File: config.mk
export PLATFORM = sky130hd
export DESIGN_NAME = sfp_tx_arbiter
export DESIGN_NICKNAME = d
export VERILOG_FILES = /design/src/rtl/sfp_tx_arbiter.sv
export SDC_FILE = /design/constraint.sdc
export NUM_CORES = 1
export LEC_CHECK = 0
export BUFFER_PORTS_ARGS = -buffer_cell sky130_fd_sc_hd__buf_4
export CORE_AREA = 5 5 142 144
export DETAILED_ROUTE_END_ITERATION = 6
export DIE_AREA = 0 0 147 149
export SLEW_MARGIN = 20
export SYNTH_ARGS = -nofsm -noshare
export SYNTH_HDL_FRONTEND = slang
export SYNTH_SLANG_ARGS = --single-unit
File: constraint.sdc
create_clock -name i_clk -period 2.4 [get_ports i_clk]
set_input_delay 0.36 -clock i_clk [delete_from_list [all_inputs] [get_ports i_clk]]
set_output_delay 0.36 -clock i_clk [all_outputs]
set_load 0.01 [all_outputs]
File: src/rtl/sfp_tx_arbiter.sv
// sfp_tx_arbiter: round-robin packet arbiter sharing one 64-bit SFP/Aurora TX
// AXI-Stream between N_SRC packet sources. One whole packet is granted at a time.
// The grant is withheld while the channel is down. A packet is aborted if its
// source stalls for too long or if the channel drops.
//
// Build option: define SFP_ARB_PRIO0_EN to give source 0 strict priority at
// arbitration time. A packet already in progress is never pre-empted.
//
//   state | meaning
//   ------+-----------------------------------------------------------
//   IDLE  | no grant; pick the next requester when the channel is up
//   XFER  | one source owns the link until tlast, stall timeout or drop

module sfp_tx_arbiter #(
    parameter int N_SRC       = 4,
    parameter int TIMEOUT_CYC = 1024,
    parameter int CNT_W       = 32
) (
    input  logic                 i_clk,
    input  logic                 i_rst,
    input  logic                 i_channel_up,
    input  logic [N_SRC*64-1:0]  s_tdata,
    input  logic [N_SRC-1:0]     s_tvalid,
    input  logic [N_SRC-1:0]     s_tlast,
    output logic [N_SRC-1:0]     s_tready,
    output logic [63:0]          m_tdata,
    output logic                 m_tvalid,
    output logic                 m_tlast,
    input  logic                 m_tready,
    output logic [N_SRC-1:0]     o_grant,
    output logic                 o_busy,
    output logic                 o_timeout,
    output logic                 o_abort,
    output logic [CNT_W-1:0]     o_pkt_cnt
);

    localparam int IDX_W = (N_SRC > 1) ? $clog2(N_SRC) : 1;
    localparam int TMO_W = $clog2(TIMEOUT_CYC);
    localparam logic [TMO_W-1:0] TMO_LAST = TMO_W'(TIMEOUT_CYC - 1);
    localparam logic [IDX_W-1:0] IDX_LAST = IDX_W'(N_SRC - 1);

    typedef enum logic {
        IDLE = 1'b0,
        XFER = 1'b1
    } state_t;

    state_t            state;
    state_t            state_nxt;
    logic [IDX_W-1:0]  gnt_idx;
    logic [IDX_W-1:0]  gnt_idx_nxt;
    logic [IDX_W-1:0]  gnt_inc;
    logic [N_SRC-1:0]  grant_nxt;
    logic [IDX_W-1:0]  rr_ptr;
    logic [IDX_W-1:0]  rr_ptr_nxt;
    logic [IDX_W-1:0]  pick_idx;
    logic              pick_vld;
    logic [TMO_W-1:0]  tmo_cnt;
    logic [TMO_W-1:0]  tmo_cnt_nxt;
    logic [CNT_W-1:0]  pkt_cnt_nxt;
    logic              timeout_nxt;
    logic              abort_nxt;

    logic              xfer;
    logic              src_valid;
    logic              src_last;
    logic [63:0]       src_data;
    logic              beat_acc;

    // Arbitration: first requester at or above the rr pointer, wrapping around.
    // A source only counts as requesting while the channel is up.
    always_comb begin
        int k;
        logic [IDX_W-1:0] cand;
        k        = 0;
        cand     = '0;
        pick_vld = 1'b0;
        pick_idx = '0;
        for (int i = 0; i < N_SRC; i++) begin
            k = int'(rr_ptr) + i;
            if (k >= N_SRC) begin
                k = k - N_SRC;
            end
            cand = IDX_W'(k);
            if (!pick_vld && i_channel_up && s_tvalid[cand]) begin
                pick_vld = 1'b1;
                pick_idx = cand;
            end
        end
`ifdef SFP_ARB_PRIO0_EN
        if (i_channel_up && s_tvalid[0]) begin
            pick_vld = 1'b1;
            pick_idx = '0;
        end
`endif
    end

    // Granted source's signals and the index that follows it in rotation.
    always_comb begin
        src_valid = s_tvalid[gnt_idx];
        src_last  = s_tlast[gnt_idx];
        src_data  = s_tdata[{gnt_idx, 6'b0} +: 64];
        gnt_inc   = (gnt_idx == IDX_LAST) ? '0 : gnt_idx + 1'b1;
    end

    // State register plus the registered grant, pointer, counters and pulses.
    always_ff @(posedge i_clk or negedge i_rst) begin
        if (!i_rst) begin
            state     <= IDLE;
            gnt_idx   <= '0;
            o_grant   <= '0;
            rr_ptr    <= '0;
            tmo_cnt   <= '0;
            o_pkt_cnt <= '0;
            o_timeout <= 1'b0;
            o_abort   <= 1'b0;
        end else begin
            state     <= state_nxt;
            gnt_idx   <= gnt_idx_nxt;
            o_grant   <= grant_nxt;
            rr_ptr    <= rr_ptr_nxt;
            tmo_cnt   <= tmo_cnt_nxt;
            o_pkt_cnt <= pkt_cnt_nxt;
            o_timeout <= timeout_nxt;
            o_abort   <= abort_nxt;
        end
    end

    // Next-state logic. Channel drop is checked first. An accepted beat needs
    // the channel up, so completion and abort can never coincide.
    always_comb begin
        state_nxt   = state;
        gnt_idx_nxt = gnt_idx;
        grant_nxt   = o_grant;
        rr_ptr_nxt  = rr_ptr;
        tmo_cnt_nxt = tmo_cnt;
        pkt_cnt_nxt = o_pkt_cnt;
        timeout_nxt = 1'b0;
        abort_nxt   = 1'b0;
        case (state)
            IDLE: begin
                tmo_cnt_nxt = '0;
                grant_nxt   = '0;
                if (pick_vld) begin
                    state_nxt   = XFER;
                    gnt_idx_nxt = pick_idx;
                    grant_nxt   = N_SRC'(1) << pick_idx;
                end
            end
            XFER: begin
                if (!i_channel_up) begin
                    state_nxt   = IDLE;
                    grant_nxt   = '0;
                    rr_ptr_nxt  = gnt_inc;
                    tmo_cnt_nxt = '0;
                    abort_nxt   = 1'b1;
                end else if (beat_acc) begin
                    tmo_cnt_nxt = '0;
                    if (src_last) begin
                        state_nxt   = IDLE;
                        grant_nxt   = '0;
                        rr_ptr_nxt  = gnt_inc;
                        pkt_cnt_nxt = o_pkt_cnt + 1'b1;
                    end
                end else if (!src_valid) begin
                    if (tmo_cnt == TMO_LAST) begin
                        state_nxt   = IDLE;
                        grant_nxt   = '0;
                        rr_ptr_nxt  = gnt_inc;
                        tmo_cnt_nxt = '0;
                        timeout_nxt = 1'b1;
                    end else begin
                        tmo_cnt_nxt = tmo_cnt + 1'b1;
                    end
                end
            end
            default: begin
                state_nxt = IDLE;
                grant_nxt = '0;
            end
        endcase
    end

    // Output logic: zero-latency pass-through of the granted source in XFER.
    always_comb begin
        xfer     = (state == XFER);
        o_busy   = xfer;
        m_tvalid = xfer & src_valid & i_channel_up;
        m_tlast  = src_last & m_tvalid;
        m_tdata  = xfer ? src_data : 64'd0;
        beat_acc = m_tvalid & m_tready;
        s_tready = '0;
        if (xfer) begin
            s_tready[gnt_idx] = m_tready & i_channel_up;
        end
    end

endmodule

==> impl_metrics.py, run 1 <==
metrics = {
    "sta": {
        "max_slew_margin_pct": 52.44,
        "final.period_utilization_pct": 98.15,
        "rsz0062_at_grt": "no",
        "drv_slew": 0,
        "finClkSkew_ns": 0.009023,
        "hold_viol_final": 0,
        "tightest_slew_ns": 0.7134,
        "finalSetupViolCount": 0,
        "period_minus_slack_ns": 2.355,
        "totalNegativeSetupSlack_ns": 0,
        "clock.fmax_mhz": 424.5,
    },
    "final_layout": {
        "fin_util_pct": 44.88,
        "area_delta_synth_final_pct": 74.63,
        "drive_gt1_share_pct": 60.83,
        "mostFrequentLayoutCells": "400 x buf_4, 70 x and2_1, 66 x mux4_2",
        "final_nets": 1095,
        "layout_commonest_cell": "buf_4",
    },
    "critical_path": {
        "ff2ff_path_depth": 5,
        "arrival_ns": 2.00,
        "crit_required_ns": 2.04,
        "timing.rr.end": "rr_ptr[0]$_DFFE_PN0P_",
        "crit_path_end_kind": "output pin",
        "r2r_setup_slack_ns": 0.12,
        "r2r-start": "gnt_idx[0]$_DFFE_PN0P_",
        "crit_fanout": 8,
        "path_class": "flop to output pin",
        "start_kind": "flop",
    },
    "die": {
        "die_w_um": 147,
        "die_h_um": 149,
        "placementRows": 50,
        "initial_utilization_pct": 25.70,
        "core_area_mm2": 0.01858,
        "io_pins": 377,
        "die_area_mm2": 0.02190,
    },
    "power": {
        "p_int_w": 0.003805,
        "switchingPower_w": 0.002280,
        "pwr-share-comb_pct": 69.5,
        "power_density_mw_per_mm2": 729.8,
        "leakage_nw": 3.938,
        "pwr-share-seq_pct": 18.3,
        "vdd_drop_max_mv": 0.4043,
        "switching_share_pct": 37.47,
        "power_frac_clock_pct": 12.1,
    },
    "placement": {
        "hpwl_um": 23750,
        "portBuffers": 376,
        "gp_congestion": 0.9342,
    },
    "grt": {
        "grt_max_degree": 54,
        "antenna_found_initial": 13,
        "overflow": 0,
        "grt_pass1_vias": 5729,
        "grt_pass1_wl_um": 38270,
        "grt.total_usage_pct": 23.84,
    },
    "logic_synthesis": {
        "yosys.area.top_type": "mux4_2",
        "yosysSeqAreaShare_pct": 27.78,
        "yosysWarnings": 0,
        "synth.avg_cell_area_um2": 10.98,
        "synth_edf_count": 0,
        "ys.flop_type": "dfrtp_1",
        "synth_nets": 709,
        "syn_inst": 435,
        "synth_top_cell_area_share_pct": 31.13,
        "syn_area_mm2": 0.004775,
        "ys_top_cells_by_area": "mux4_2 31%, dfrtp_1 28%, and2_1 9.4%, xnor2_1 5.0%, nand2_1 2.4%",
        "yosys.cell_types.count": 53,
        "async_reset_ff_share_pct": 100.0,
        "synth-seq-cells": 53,
    },
    "clock_network": {
        "ctsRootBufferMaster": "clkbuf_16",
        "cts_max_level": 2,
        "clk_pin_slew_ns": 0.08,
        "cts_buffer_depth": 2,
        "clock-sinks": 53,
        "cts_tree": "done",
        "clk-insertion-delay-late_ns": 0.29,
        "cts-buffers-inserted": 5,
    },
    "route": {
        "drtIter0Drc": 371,
        "postRouteAntennaNets": 0,
        "drt_first_pass_iters": 5,
        "routed_wl_um": 27810,
        "remaining_drc_errors": 0,
        "num_vias": 5532,
        "wl_per_cell_um": 26.04,
        "vias_per_cell": 5.180,
    },
    "job": {
        "maxCapViolCount": 0,
    },
    "outcome": {
        "outcome": "finished, final reports clean",
    },
    "hold_path": {
        "hp-class": "input port to async pin",
    },
}
## sequential cells by signal (all words and copies together), names as in the netlist
name,cells
gnt_idx,2
o_timeout,1
rr_ptr,2
o_grant,4
o_pkt_cnt,32
o_abort,1
tmo_cnt,10
o_busy,1
## power by group through the flow
| stage | combinational [W] | sequential (W) | clock (W) |
|---|---|---|---|
| 4_1_cts | 0.00405 | 0.00111 | 0.000762 |
| 5_1_grt | 0.00453 | 0.00113 | 0.000796 |
| 2_1_floorplan | 0.00226 | 0.00107 | 0 |
| 3_5_place_dp | 0.00393 | 0.00111 | 0 |
| 6_report | 0.00423 | 0.00111 | 0.000739 |
| 3_3_place_gp | 0.00391 | 0.00111 | 0 |
## per-layer routing
| layer | wire, µm | part of all wire, % | global-route usage (%) |
|---|---|---|---|
| met5 | 0 | 0 | 0 |
| met4 | 881 | 3.2 | 9.786 |
| met3 | 1956 | 7.0 | 5.409 |
| met2 | 15630 | 56 | 45.45 |
| met1 | 9341 | 34 | 25.28 |
## worst max-delay path: stages (launching register included)
cell     delay [ns]
dfrtp_4        0.49
buf_16         0.17
buf_4          0.16
mux4_2         0.49
and2_1         0.22
buf_4          0.16
## per-stage QoR
| stage | hold slack [ns] | instance area (µm²) | total power (W) | std cells | setup slack (ns) |
|---|---|---|---|---|---|
| floorplan | 0.06441 | 4775 | 0.003335 | 435 | 0.06874 |
| global placement | 0.4511 | 7969 | 0.005021 | 1037 | 0.1614 |
| detailed placement | 0.4596 | 7969 | 0.005044 | 1037 | 0.1243 |
| CTS | 0.1383 | 8167 | 0.005919 | 1046 | -0.02618 |
| global route | 0.1697 | 8338 | 0.006454 | 1068 | 0.001156 |
| finish | 0.1009 | 8338 | 0.006085 | 1068 | 0.04451 |
## layout make-up
class                           count  area, µm²
Antenna cell                       12      30.03
Clock buffer                        5      125.1
Clock inverter                      3      25.02
Fill cell                        1834      10240
Inverter                           13      48.80
Multi-Input combinational cell    340       3288
Sequential cell                    53       1333
Tap cell                          234      292.8
Timing Repair Buffer              408       3196
## worst max path at each step
stage                      startpoint                         to  slack [ns]  cells after the start
6_report       gnt_idx[0]$_DFFE_PN0P_                m_tdata[44]        0.04                      5
5_1_grt        gnt_idx[0]$_DFFE_PN0P_                m_tdata[28]       0.001                      5
4_1_cts        gnt_idx[0]$_DFFE_PN0P_                m_tdata[10]       -0.03                      5
3_5_place_dp   gnt_idx[0]$_DFFE_PN0P_  o_pkt_cnt[26]$_DFFE_PN0P_        0.12                      7
3_3_place_gp              s_tvalid[3]      rr_ptr[1]$_DFFE_PN0P_        0.16                      6
2_1_floorplan  gnt_idx[0]$_DFFE_PN0P_                m_tdata[25]        0.07                      5
## synth_stat cells, types with 2 or more instances
library cell	n
nand2b_1	2
mux4_2	66
nand3_1	21
clkbuf_1	21
mux2_2	3
nor4bb_1	2
xnor2_1	27
xor2_1	4
nor4_1	3
nand2_1	30
a21oi_1	4
or2_2	5
o21ai_2	2
o21ai_0	7
and2_1	72
inv_1	13
a2bb2oi_1	2
nand4_1	10
ha_1	6
dfrtp_1	53
buf_2	4
a22o_1	7
and4_1	3
mux2i_1	3
nor3_1	9
nor2_1	16
nor2b_1	3
buf_1	2
mux2_1	2
and3_1	7
o32ai_1	4
## cells by family (layout without fill, tap and decap cells)
| family | count (synthesis) | after routing | synth area share (%) |
|---|---|---|---|
| simple gates | 187 | 187 | 21.83 |
| buf+inv | 42 | 429 | 3.590 |
| fa+ha+maj | 6 | 6 | 1.572 |
| other cells | 0 | 12 | 0 |
| compound gates | 42 | 42 | 6.604 |
| xor+xnor | 31 | 31 | 5.687 |
| mux | 74 | 74 | 32.94 |
| flops | 53 | 53 | 27.78 |
## what timing repair did
action / CTS / global route
setup buffers: 0 / 8
gates resized for setup: 3 / 7
cloned: 1 / 2
hold buffers: 0 / 0
setup endpoints to repair: 38 / 37
(Power assumes the default switching activity.)
==> run 2, diff against run 1 <==
--- a/config.mk
+++ b/config.mk
@@ -7,6 +7,7 @@
 export LEC_CHECK = 0
+export ABC_AREA = 1
 export BUFFER_PORTS_ARGS = -buffer_cell sky130_fd_sc_hd__buf_4
-export CORE_AREA = 5 5 142 144
+export CORE_AREA = 5 5 145 147
 export DETAILED_ROUTE_END_ITERATION = 6
-export DIE_AREA = 0 0 147 149
+export DIE_AREA = 0 0 150 152
 export SLEW_MARGIN = 20
==> constraint.sdc (replaced) <==
create_clock -name i_clk -period 2.4 [get_ports i_clk]
set_input_delay 0.12 -clock i_clk [delete_from_list [all_inputs] [get_ports i_clk]]
set_output_delay 0.12 -clock i_clk [all_outputs]
set_load 0.01 [all_outputs]
==> run 2 against run 1 <==
Largest cell class unchanged. Worst hold slack better by 0.0014 ns. Setup slack better by 0.12 ns. Highest routed layer is now met5. Via count grew 38%. Critical path depth did not move.
==> impl_metrics.py, run 2 <==
metrics = {
    "critical_path": {
        "cp_num_buf_inv": 3,
        "path_class": "flop to output pin",
        "start_kind": "flop",
        "slowest_stage": "dfrtp_4",
        "cp_cell_sequence": "inv_4, buf_12, o21ai_0, a21oi_1, buf_4",
        "arrival_ns": 2.11,
        "crit_required_ns": 2.28,
        "r2r-start": "gnt_idx[0]$_DFFE_PN0P_",
        "crit_path_end_kind": "output pin",
        "crit_path_max_incr_delay_ns": 0.55,
        "crit_fanout": 117,
        "critPathTopFamily": "buffers and inverters",
        "cp-startpoint": "gnt_idx[0]$_DFFE_PN0P_",
    },
    "clock_network": {
        "cts_setup_buffers": 0,
        "cts_buffer_depth": 2,
        "clk-insertion-delay-late_ns": 0.29,
        "ctsRootBufferMaster": "clkbuf_16",
        "clk_pin_slew_ns": 0.07,
        "cts_tree": "done",
        "cts-buffers-inserted": 5,
        "cts_max_level": 2,
        "clock-sinks": 53,
    },
    "power": {
        "power_density_mw_per_mm2": 879.6,
        "vdd_drop_max_mv": 0.4598,
        "leakage_nw": 4.491,
    },
    "logic_synthesis": {
        "synth_top_cell_area_share_pct": 23.88,
        "synth_nets": 1258,
        "yosys.cell_types.count": 34,
        "syn_inst": 984,
        "async_reset_ff_share_pct": 100.0,
        "syn_area_mm2": 0.005553,
        "ys_top_cells_by_area": "dfrtp_1 24%, nor2_1 21%, o21ai_0 13%, nand2_1 12%, a21oi_1 6.2%",
        "synth_common_cells": "305 x nor2_1, 176 x nand2_1, 146 x o21ai_0",
        "yosysWarnings": 0,
        "synth_most_common_cell": "nor2_1",
        "synth-seq-cells": 53,
        "ys.flop_type": "dfrtp_1",
        "synth.avg_cell_area_um2": 5.643,
        "synth_edf_count": 0,
        "yosys.area.top_type": "dfrtp_1",
        "yosysSeqAreaShare_pct": 23.88,
    },
    "final_layout": {
        "multi_input_area_mm2": 0.003762,
        "final_nets": 1594,
        "largest_reg_flops": 32,
        "instances_no_fill": 1595,
        "area_delta_synth_final_pct": 57.95,
        "mostFrequentLayoutCells": "381 x buf_4, 305 x nor2_1, 176 x nand2_1",
        "top_register": "o_pkt_cnt",
        "drive_gt1_share_pct": 31.42,
        "seq_area_mm2": 0.001331,
        "fin_util_pct": 44.34,
        "fillers": 2193,
        "layout_commonest_cell": "buf_4",
        "top_regs": "o_pkt_cnt (32), tmo_cnt (10), o_grant (4)",
    },
    "job": {
        "maxCapViolCount": 0,
    },
    "sta": {
        "finalSetupViolCount": 0,
        "worst_slack_ns": 0.1652,
        "hold_viol_final": 0,
        "totalNegativeSetupSlack_ns": 0,
        "drv_slew": 0,
        "max_slew_margin_pct": 55.73,
        "hold_ws_ns": 0.1023,
        "clock.fmax_mhz": 447.5,
        "tightest_slew_ns": 0.6641,
        "period_minus_slack_ns": 2.235,
        "rsz0062_at_grt": "no",
        "final.period_utilization_pct": 93.12,
        "finClkSkew_ns": 0.004619,
    },
    "route": {
        "num_vias": 7656,
        "wl_per_cell_um": 17.82,
        "vias_per_cell": 4.800,
        "drtIter0Drc": 443,
        "drt_first_pass_iters": 5,
        "routed_wl_um": 28430,
        "remaining_drc_errors": 0,
        "postRouteAntennaNets": 0,
    },
    "placement": {
        "portBuffers": 376,
        "dp.cells": 1582,
        "gp_congestion": 0.9365,
        "hpwl_um": 23180,
        "dpl_worst_slack_ns": 0.3209,
    },
    "die": {
        "die_area_mm2": 0.02280,
        "die_h_um": 152,
        "placementRows": 52,
        "core_area_mm2": 0.01978,
        "io_pins": 377,
        "initial_utilization_pct": 28.07,
        "die_w_um": 150,
    },
    "grt": {
        "antenna_found_initial": 6,
        "grt_max_degree": 118,
        "grt_pass1_vias": 7379,
        "grt.total_usage_pct": 23.83,
        "overflow": 0,
        "grt_pass1_wl_um": 42440,
    },
    "hold_path": {
        "hp-class": "input port to flop",
        "hp-start": "i_channel_up",
    },
    "outcome": {
        "outcome": "finished, final reports clean",
    },
}
-- run 2: cell count changes in the layout (fill, tap and decap cells not counted), moves of 10 or more --
| cell | delta |
|---|---|
| and2_1 | -70 |
| buf_4 | -19 |
| nand3_1 | +10 |
| a21oi_1 | +65 |
| inv_1 | +37 |
| o21ai_0 | +139 |
| xnor2_1 | -17 |
| nor2_1 | +289 |
| xor2_1 | +15 |
| nand2_1 | +146 |
| mux4_2 | -66 |
-- run 2: power breakdown --
| group | leakage (nW) | internal [W] | switching (W) | total, W |
|---|---|---|---|---|
| clock network | 0.0811 | 0.000495 | 0.000322 | 0.000817 |
| logic | 3.70 | 0.00226 | 0.00334 | 0.00560 |
| registers | 0.704 | 0.00105 | 0.000254 | 0.00130 |
-- run 2: worst register-to-register path: cells and delay by family, from the launching register on --
kind	cells	cell delay, ns
flip-flops	1	0.55
buffers and inverters	2	0.36
AND/OR/NAND/NOR	8	0.92
XOR/XNOR	1	0.14
-- run 2: cell families (layout without fill, tap and decap cells) --
family	after synthesis	after routing	synth area share (%)
compound gates	221	221	20.12
xor+xnor	29	29	4.574
fa+ha+maj	6	6	1.352
buf+inv	113	450	8.360
flops	53	53	23.88
other cells	0	4	0
simple gates	562	562	41.71
-- run 2: through the flow --
stage               instance area (µm²)  power [W]
global route                       8771   0.008457
global placement                   8576   0.006940
floorplan                          5553   0.004463
detailed placement                 8576   0.006924
CTS                                8757   0.007781
finish                             8771   0.007715
-- run 2: cell type report --
| class | instances | area share, % |
|---|---|---|
| clock buffer | 6 | 1.469 |
| antenna | 4 | 0.1141 |
| clock inverter | 2 | 0.4422 |
| multi-input combinational | 818 | 42.90 |
| inverter | 55 | 2.382 |
| sequential | 53 | 15.18 |
| timing repair buffer | 387 | 33.67 |
| tap | 270 | 3.852 |
-- run 2: final timing paths --
check | end | slack (ns) | cells past startpoint
max reg2reg | o_pkt_cnt[4]$_DFFE_PN0P_ | 0.34 | 11
max in group asynchronous | gnt_idx[0]$_DFFE_PN0P_ | 1.49 | 2
max | m_tdata[29] | 0.17 | 5
min | o_abort$_DFF_PN0_ | 0.10 | 2
min reg2reg | o_grant[1]$_DFFE_PN0P_ | 0.49 | 2
min in group asynchronous | o_grant[2]$_DFFE_PN0P_ | 0.40 | 2
-- run 2: per-layer routing --
layer  wire, µm  track usage [%]  part of all wire, %  up-vias
met5         34                0                 0.12        -
met4        855            7.669                  3.0        4
met3       2683            7.268                  9.4       47
met2      13840            39.66                   49      317
met1      11020            29.32                   39     3440
li1           -                -                    -     3848
-- run 2: what timing repair did --
item | 4_1_cts | 5_1_grt
endpoints found under the setup margin | 2 | 1
gates resized for setup | 1 | 1
hold buffers | 1 | 0
hold endpoints to repair | 53 | 0
